## config.mk

```make
export PLATFORM = sky130hd
export DESIGN_NAME = ctl_round_flat
export DESIGN_NICKNAME = d
export VERILOG_FILES = /design/src/rtl/ctl_round_if.sv /design/src/rtl/ctl_round.sv /design/src/flat_wrapper.sv
export SDC_FILE = /design/constraint.sdc
export NUM_CORES = 1
export LEC_CHECK = 0
export BUFFER_PORTS_ARGS = -buffer_cell sky130_fd_sc_hd__buf_2
export CORE_ASPECT_RATIO = 1.2
export CORE_MARGIN = 2
export CORE_UTILIZATION = 58
export CTS_CLUSTER_DIAMETER = 200
export CTS_CLUSTER_SIZE = 28
export DETAILED_ROUTE_END_ITERATION = 8
export PLACE_DENSITY = 0.81
export REMOVE_ABC_BUFFERS = 1
export SYNTH_ARGS = -nofsm -noshare
export SYNTH_HDL_FRONTEND = slang
export SYNTH_SLANG_ARGS = --single-unit
```

## constraint.sdc

```tcl
create_clock -name clk -period 2.9 [get_ports clk]
set_clock_uncertainty 0.05 [all_clocks]
set_input_delay 0.29 -clock clk [delete_from_list [all_inputs] [get_ports clk]]
set_output_delay 0.29 -clock clk [all_outputs]
set_load 0.005 [all_outputs]
```

## src/rtl/ctl_round_if.sv

```systemverilog
// ctl_round_if: bundle between the Duck Hunt sequencer and its neighbours.
// master drives the event pulses; slave (the sequencer) drives the HUD/duck controls.
interface ctl_round_if;
    logic        new_frame;
    logic        start;
    logic        shot_fired;
    logic        hit;
    logic        duck_done;
    logic        duck_spawn;
    logic        duck_escape;
    logic [1:0]  shots_left;
    logic [3:0]  duck_idx;
    logic [3:0]  hit_count;
    logic [7:0]  round_num;
    logic [19:0] score;
    logic        game_over;

    modport master (
        output new_frame, start, shot_fired, hit, duck_done,
        input  duck_spawn, duck_escape, shots_left, duck_idx,
        input  hit_count, round_num, score, game_over
    );

    modport slave (
        input  new_frame, start, shot_fired, hit, duck_done,
        output duck_spawn, duck_escape, shots_left, duck_idx,
        output hit_count, round_num, score, game_over
    );
endinterface

```

## src/rtl/ctl_round.sv

```systemverilog
// ctl_round: Duck Hunt game sequencer.
// Spawns ducks, budgets shots, times escapes, tracks hits, rounds and score.
module ctl_round #(
    parameter int SHOTS_PER_DUCK  = 3,
    parameter int DUCKS_PER_ROUND = 10,
    parameter int PASS_HITS       = 6,
    parameter int ESCAPE_FRAMES   = 300,
    parameter int PAUSE_FRAMES    = 60,
    parameter int POINTS_PER_HIT  = 500
) (
    input logic        clk,
    input logic        rst,
    ctl_round_if.slave bus
);
    typedef enum logic [2:0] {
        S_IDLE,
        S_SPAWN,
        S_FLYING,
        S_HIT_WAIT,
        S_ESCAPE,
        S_PAUSE,
        S_ROUND_END,
        S_GAME_OVER
    } state_t;

    state_t      state_q;
    logic [15:0] timer_q;
    logic        spawn_q;
    logic        escape_q;
    logic        over_q;
    logic [1:0]  shots_q;
    logic [3:0]  idx_q;
    logic [3:0]  hits_q;
    logic [7:0]  round_q;
    logic [19:0] score_q;

    logic [20:0] score_sum;
    logic [19:0] score_d;
    logic [1:0]  shots_d;
    logic [7:0]  round_d;
    logic        esc_tick;
    logic        pause_tick;
    logic        hit_ev;

    // Score adds in 21 bits so a carry out clamps instead of wrapping.
    assign score_sum  = {1'b0, score_q} + 21'(POINTS_PER_HIT);
    assign score_d    = score_sum[20] ? 20'hFFFFF : score_sum[19:0];
    assign shots_d    = (shots_q == 2'd0) ? 2'd0 : shots_q - 2'd1;
    assign round_d    = (round_q == 8'hFF) ? 8'hFF : round_q + 8'd1;
    assign esc_tick   = bus.new_frame && (timer_q == 16'(ESCAPE_FRAMES - 1));
    assign pause_tick = bus.new_frame && (timer_q == 16'(PAUSE_FRAMES - 1));
    assign hit_ev     = bus.shot_fired && bus.hit;

    always_ff @(posedge clk or negedge rst) begin
        if (!rst) begin
            state_q  <= S_IDLE;
            timer_q  <= '0;
            spawn_q  <= 1'b0;
            escape_q <= 1'b0;
            over_q   <= 1'b0;
            shots_q  <= '0;
            idx_q    <= '0;
            hits_q   <= '0;
            round_q  <= '0;
            score_q  <= '0;
        end else begin
            spawn_q <= 1'b0;
            if (bus.new_frame) timer_q <= timer_q + 16'd1;
            // Every transition below also clears the frame timer.
            unique case (state_q)
                S_IDLE, S_GAME_OVER: begin
                    if (bus.start) begin
                        round_q <= 8'd1;
                        score_q <= '0;
                        idx_q   <= '0;
                        hits_q  <= '0;
                        over_q  <= 1'b0;
                        shots_q <= 2'(SHOTS_PER_DUCK);
                        spawn_q <= 1'b1;
                        timer_q <= '0;
                        state_q <= S_SPAWN;
                    end
                end
                S_SPAWN: begin
                    timer_q <= '0;
                    state_q <= S_FLYING;
                end
                S_FLYING: begin
                    if (hit_ev) begin
                        shots_q <= shots_d;
                        hits_q  <= hits_q + 4'd1;
                        score_q <= score_d;
                        timer_q <= '0;
                        state_q <= S_HIT_WAIT;
                    end else if (bus.shot_fired && shots_d == 2'd0) begin
                        shots_q  <= shots_d;
                        escape_q <= 1'b1;
                        timer_q  <= '0;
                        state_q  <= S_ESCAPE;
                    end else begin
                        if (bus.shot_fired) shots_q <= shots_d;
                        if (esc_tick) begin
                            escape_q <= 1'b1;
                            timer_q  <= '0;
                            state_q  <= S_ESCAPE;
                        end
                    end
                end
                S_HIT_WAIT: begin
                    if (bus.duck_done) begin
                        timer_q <= '0;
                        state_q <= S_PAUSE;
                    end
                end
                S_ESCAPE: begin
                    if (bus.duck_done) begin
                        escape_q <= 1'b0;
                        timer_q  <= '0;
                        state_q  <= S_PAUSE;
                    end
                end
                S_PAUSE: begin
                    if (pause_tick) begin
                        timer_q <= '0;
                        if (idx_q == 4'(DUCKS_PER_ROUND - 1)) begin
                            state_q <= S_ROUND_END;
                        end else begin
                            idx_q   <= idx_q + 4'd1;
                            shots_q <= 2'(SHOTS_PER_DUCK);
                            spawn_q <= 1'b1;
                            state_q <= S_SPAWN;
                        end
                    end
                end
                S_ROUND_END: begin
                    if (pause_tick) begin
                        timer_q <= '0;
                        if (hits_q >= 4'(PASS_HITS)) begin
                            round_q <= round_d;
                            idx_q   <= '0;
                            hits_q  <= '0;
                            shots_q <= 2'(SHOTS_PER_DUCK);
                            spawn_q <= 1'b1;
                            state_q <= S_SPAWN;
                        end else begin
                            over_q  <= 1'b1;
                            state_q <= S_GAME_OVER;
                        end
                    end
                end
                default: state_q <= S_IDLE;
            endcase
        end
    end

    assign bus.duck_spawn  = spawn_q;
    assign bus.duck_escape = escape_q;
    assign bus.shots_left  = shots_q;
    assign bus.duck_idx    = idx_q;
    assign bus.hit_count   = hits_q;
    assign bus.round_num   = round_q;
    assign bus.score       = score_q;
    assign bus.game_over   = over_q;
endmodule

```

## src/flat_wrapper.sv

```systemverilog
// flat-port wrapper written by rule: the top's interface ports become plain ports
module ctl_round_flat 
#(
    parameter int SHOTS_PER_DUCK  = 3,
    parameter int DUCKS_PER_ROUND = 10,
    parameter int PASS_HITS       = 6,
    parameter int ESCAPE_FRAMES   = 300,
    parameter int PAUSE_FRAMES    = 60,
    parameter int POINTS_PER_HIT  = 500
)
  (clk, rst, bus_new_frame, bus_start, bus_shot_fired, bus_hit, bus_duck_done, bus_duck_spawn, bus_duck_escape, bus_shots_left, bus_duck_idx, bus_hit_count, bus_round_num, bus_score, bus_game_over);
  ctl_round_if bus_i ();
  input logic clk;
  input logic rst;
  input wire logic [$bits(bus_i.new_frame)-1:0] bus_new_frame;
  input wire logic [$bits(bus_i.start)-1:0] bus_start;
  input wire logic [$bits(bus_i.shot_fired)-1:0] bus_shot_fired;
  input wire logic [$bits(bus_i.hit)-1:0] bus_hit;
  input wire logic [$bits(bus_i.duck_done)-1:0] bus_duck_done;
  output wire logic [$bits(bus_i.duck_spawn)-1:0] bus_duck_spawn;
  output wire logic [$bits(bus_i.duck_escape)-1:0] bus_duck_escape;
  output wire logic [$bits(bus_i.shots_left)-1:0] bus_shots_left;
  output wire logic [$bits(bus_i.duck_idx)-1:0] bus_duck_idx;
  output wire logic [$bits(bus_i.hit_count)-1:0] bus_hit_count;
  output wire logic [$bits(bus_i.round_num)-1:0] bus_round_num;
  output wire logic [$bits(bus_i.score)-1:0] bus_score;
  output wire logic [$bits(bus_i.game_over)-1:0] bus_game_over;
  assign bus_i.new_frame = bus_new_frame;
  assign bus_i.start = bus_start;
  assign bus_i.shot_fired = bus_shot_fired;
  assign bus_i.hit = bus_hit;
  assign bus_i.duck_done = bus_duck_done;
  assign bus_duck_spawn = bus_i.duck_spawn;
  assign bus_duck_escape = bus_i.duck_escape;
  assign bus_shots_left = bus_i.shots_left;
  assign bus_duck_idx = bus_i.duck_idx;
  assign bus_hit_count = bus_i.hit_count;
  assign bus_round_num = bus_i.round_num;
  assign bus_score = bus_i.score;
  assign bus_game_over = bus_i.game_over;
  ctl_round #(.SHOTS_PER_DUCK(SHOTS_PER_DUCK), .DUCKS_PER_ROUND(DUCKS_PER_ROUND), .PASS_HITS(PASS_HITS), .ESCAPE_FRAMES(ESCAPE_FRAMES), .PAUSE_FRAMES(PAUSE_FRAMES), .POINTS_PER_HIT(POINTS_PER_HIT)) u_core (.clk(clk), .rst(rst), .bus(bus_i));
endmodule
```

== Yosys cells after proc, flatten, opt, wreduce, memory -nomap -nowiden ==
Cells that the tools add are included.

* Flip-flop bits (word level): 60
* Input bits: 7
* Output and inout bits: 41
* Logic and storage cells: 125

* Add/subtract/negate cells: 6
* Magnitude comparators: 1
* Equality and inequality tests: 24
* Multiplexer cells: 60
* Reductions and logical operators: 24

{| class="wikitable"
|+ Operators by type and width
! cell !! count
|-
| $mux 16 || 7
|-
| $pmux 16 s5 || 1
|-
| $mux 20 || 3
|-
| $pmux 20 s2 || 1
|-
| $mux 8 || 4
|-
| $mux 3 || 9
|-
| $mux 4 || 6
|-
| $pmux 4 s3 || 2
|-
| $add 20x9->21 const B || 1
|-
| $mux 2 || 9
|-
| $pmux 3 s6 || 1
|-
| $add 16x1->16 const B || 1
|-
| $eq 16x6->1 const B || 1
|-
| $eq 16x9->1 const B || 1
|-
| $pmux 8 s2 || 1
|-
| $eq 3x3->1 const B || 4
|-
| $mux 1 || 12
|-
| $reduce_and 4->1 || 3
|-
| $ne 2x1->1 const B || 5
|-
| $ne 2x2->1 const B || 5
|-
| $reduce_and 5->1 || 2
|-
| $add 4x1->4 const B || 2
|-
| $add 8x1->8 const B || 1
|-
| $eq 8x8->1 const B || 1
|-
| 21 further kinds || 32
|}

== Logic depth before layout (Yosys ltp) ==
* Depth after elaboration: 7
* Gate-level depth with buffers: 8
* Mapped depth without buffers: 7

== Worst setup path after synthesis ==
OpenSTA, ideal clock, no wires.

* Path kind: flip-flop to flip-flop
* From: register u_core.timer_q[10]
* To: register u_core.shots_q[0] (netlist: u_core.bus.shots_left[0])
* Data arrival time: 2.343 ns
* Required time: 2.726 ns
* Path slack: 0.383 ns
* Stages on the path, launching flop included: 7
* Cell sequence: dfrtp_1 > or4_4 > or4_4 > buf_6 > a311o_1 > and3_1 > a211o_1

* Longest elaborated chain between the ends: 4

{| class="wikitable"
|+ Ends and longest elaborated chain
! item !! RTL line !! source
|-
| from (decl) || ctl_round.sv:27 || <nowiki>logic [15:0] timer_q;</nowiki>
|-
| from (signal assigned) || ctl_round.sv:68 || <nowiki>if (bus.new_frame) timer_q <= timer_q + 16'd1;</nowiki>
|-
| $eq 16x6->1 (*) || ctl_round.sv:51 || <nowiki>assign pause_tick = bus.new_frame && (timer_q == 16'(PAUSE_FRAMES - 1));</nowiki>
|-
| $logic_and 1x1->1 (*) || ctl_round.sv:51 ||
|-
| $ne 2x1->1 (no source line) || n/a ||
|-
| $reduce_and 7->1 (no source line) (*) || n/a ||
|-
| to (signal assigned) || ctl_round.sv:78 || <nowiki>shots_q <= 2'(SHOTS_PER_DUCK);</nowiki>
|-
| to (signal assigned) || ctl_round.sv:90 || <nowiki>shots_q <= shots_d;</nowiki>
|-
| to (signal assigned) || ctl_round.sv:96 || <nowiki>shots_q <= shots_d;</nowiki>
|-
| to (decl) || ctl_round.sv:31 || <nowiki>logic [1:0] shots_q;</nowiki>
|}

Mark *: on every way between the ends. The rest lies on a longest branch, timed or not.
A chain may end at the register's enable or synchronous reset.

== Final worst setup path ==
Same ends and word-level chain as after synthesis.

==> out/results.txt <==
status - completed
Nets - 463
# rows - 30
Design Area, Final - 3935 um2
most frequent cells in the layout - dfrtp_1, o21ai_0, buf_2
worst-margin pin slew - 1029 ps
VDD IR max - 0.0004490 V
Routed Antenna Nets - 0
Synth top area share - 0.4318
Root Buffer - clkbuf_8
period utilisation layout - 0.8781
Post-CTS Setup Bufs - 0
H-tree depth - 3
Worst EP required - 3070 ps
crit path buf inv count - 0
startpoint class of the critical path - register
cells after synthesis - 399
Area Growth Syn to Fin - 15.07%
CTS tree - yes
FMAX - 0.3927 GHz
Seq/Total Area, Yosys - 0.4318
total grt overflow - 0
chip height - 88.11 um
total placed cells including tap cells - 518
CTS Buffer Depth - 2
sequential share of power - 0.392
first-pass GRT wire length - 13700 um
final setup margin - 353.4 ps
RePlAce Congestion - 0.9430
post-synthesis cell type count - 53
Synth Register Bits - 59
Crit path max-delay family - simple AND/OR/NAND/NOR gates
number of flops mapped to enable cells by yosys - 0
Yosys warnings - 0
CP Class - reg -> reg
commonest non-fill, non-tap cell in the layout - dfrtp_1
final WL - 8180 um
cell mode on critical path - or4_4
final std cells w/o fill - 533
Routed wire per std cell - 15.35 um
TNS Setup - 0 ps
Largest stage delay, worst path - 610 ps
Logic pwr share - 0.375
Port Buffer Count - 47
overall die width - 74.10 um
CP Capture Type - register
clock sinks - 59
final setup violation count - 0
Place WS - 365.4 ps
# Max-Cap Violations - 0
die area - 6529 um2
Total GRT Usage - 0.2712
Synth area leaders - dfrtp_1, o21ai_0, nor2_1, a21oi_1, nand2_1
Net Sw Power - 1.172 mW
Num CTS Buffers - 9
Top Ports - 48
CP Max Fanout - 6
core area - 5668 um2
Top FF cell, synth - dfrtp_1
vias in the first global route - 2966
clk slew on worst S/H paths - 70 ps
Async SR Flop Fraction - 1.000
crit path time final - 2547 ps
CP Cell Sequence - or4_4 -> or4_4 -> a311o_1 -> and3_1 -> a211o_1
Vias/cell - 6.002
RSZ-0062 raised after global routing - no
drt pass-1 iters - 5
Crit path arrival time - 2710 ps
initial antenna violation count - 0
# diodes - 0
clock network fraction of total power - 0.233
post-CTS sizing - 0
worst skew pair latency - 330 ps
Via Count - 3199
Pint - 1.750 mW
layout cells sized above 1 - 0.1744
Hold/Removal Path Class - in -> async
Synth area leader - dfrtp_1
Post-DP HPWL - 5684 um
Fill cells - 461
initial DRC count - 278
Initial Util - 0.6033
hold buffer count at cts - 0
worst rel slew slack - 0.3114
Synth Area per Inst - 8.570 um2
Syn Std Cell Area - 3420 um2
final routed DRC violation total - 0
Sw Share - 0.4011
Final Hold Fails - 0
largest net degree at the start of global routing - 60
placed instance area - 3756 um2
Leak - 1.760 nW
Slowest-stage cell, CP - or4_4
Final Max Tran Viols - 0
PD cells - 742.3 nW/um2
power by group through the flow:
| stage | logic, mW | registers (mW) | clock network, mW |
|---|---|---|---|
| detailed placement | 1.07 | 1.16 | 0 |
| CTS | 1.08 | 1.14 | 0.692 |
| global placement | 1.03 | 1.15 | 0 |
| finish | 1.10 | 1.14 | 0.682 |
| global route | 1.23 | 1.17 | 0.722 |
| floorplan | 0.648 | 1.14 | 0 |
through the flow:
step,utilization,total power [mW],hold slack [ps]
2_1_floorplan,-,1.784,-55.59
3_3_place_gp,0.6627,2.184,433.9
3_5_place_dp,0.6627,2.231,434.4
4_1_cts,0.6943,2.913,81.23
5_1_grt,0.6943,3.121,121.4
6_report,0.6943,2.921,50.58
cells by family after synthesis:
| kind of cell | Yosys count | share of synthesized area |
|---|---|---|
| multiplexers | 3 | 0.009147 |
| AND/OR/NAND/NOR | 151 | 0.2210 |
| XOR/XNOR | 18 | 0.04610 |
| buffers and inverters | 40 | 0.04793 |
| AO/OA/AOI/OAI | 121 | 0.2184 |
| flip-flops | 59 | 0.4318 |
| adder cells (fa/ha/maj) | 7 | 0.02561 |
synth_stat cells, drive strengths merged (8+ instances only):
| master | instances |
|---|---|
| a21oi | 29 |
| inv | 20 |
| nor2 | 46 |
| nand3 | 15 |
| xnor2 | 13 |
| nor3 | 11 |
| nand2 | 32 |
| dfrtp | 59 |
| a31oi | 8 |
| and3 | 11 |
| o21ai | 50 |
| clkbuf | 15 |
area by class of cell:
class,instances,area (um2),area share
flip-flops and latches,59,1476,0.3752
well taps,80,100.1,0.02544
clock buffers,13,168.9,0.04293
clock inverters,2,10.01,0.002544
multi-input cells,300,1779,0.4521
inverters,20,75.07,0.01908
repair buffers,59,325.3,0.08267
layer usage:
metal,up-vias,track usage,wire [um],share of wire
li1,1538,-,-,-
met1,1531,0.3537,3594,0.44
met2,110,0.4359,3997,0.49
met3,20,0.05293,419,0.051
met4,0,0.1207,169,0.021
met5,-,0,0,0
state kept, by name, summed over array words and instances (netlist names):
register	cells
u_core.bus.shots_left	2
u_core.bus.duck_spawn	1
u_core.bus.round_num	8
u_core.state_q	3
u_core.timer_q	16
u_core.bus.game_over	1
u_core.bus.hit_count	4
u_core.bus.duck_escape	1
u_core.bus.duck_idx	4
u_core.bus.score	19
path summary, 6_finish.rpt:
path | from | end | slack, ps | depth (start not counted)
max | u_core.timer_q[10] | u_core.bus.shots_left[0] | 350 | 5
min | rst | u_core.bus.score[13] | 50 | 2
max reg2reg | u_core.timer_q[10] | u_core.bus.shots_left[0] | 350 | 5
min reg2reg | u_core.bus.game_over | u_core.bus.game_over | 470 | 2
max in group asynchronous | rst | u_core.bus.round_num[0] | 2240 | 2
min in group clk | bus_duck_done | u_core.bus.duck_escape | 260 | 4
Power figures use the tool's default switching activity.
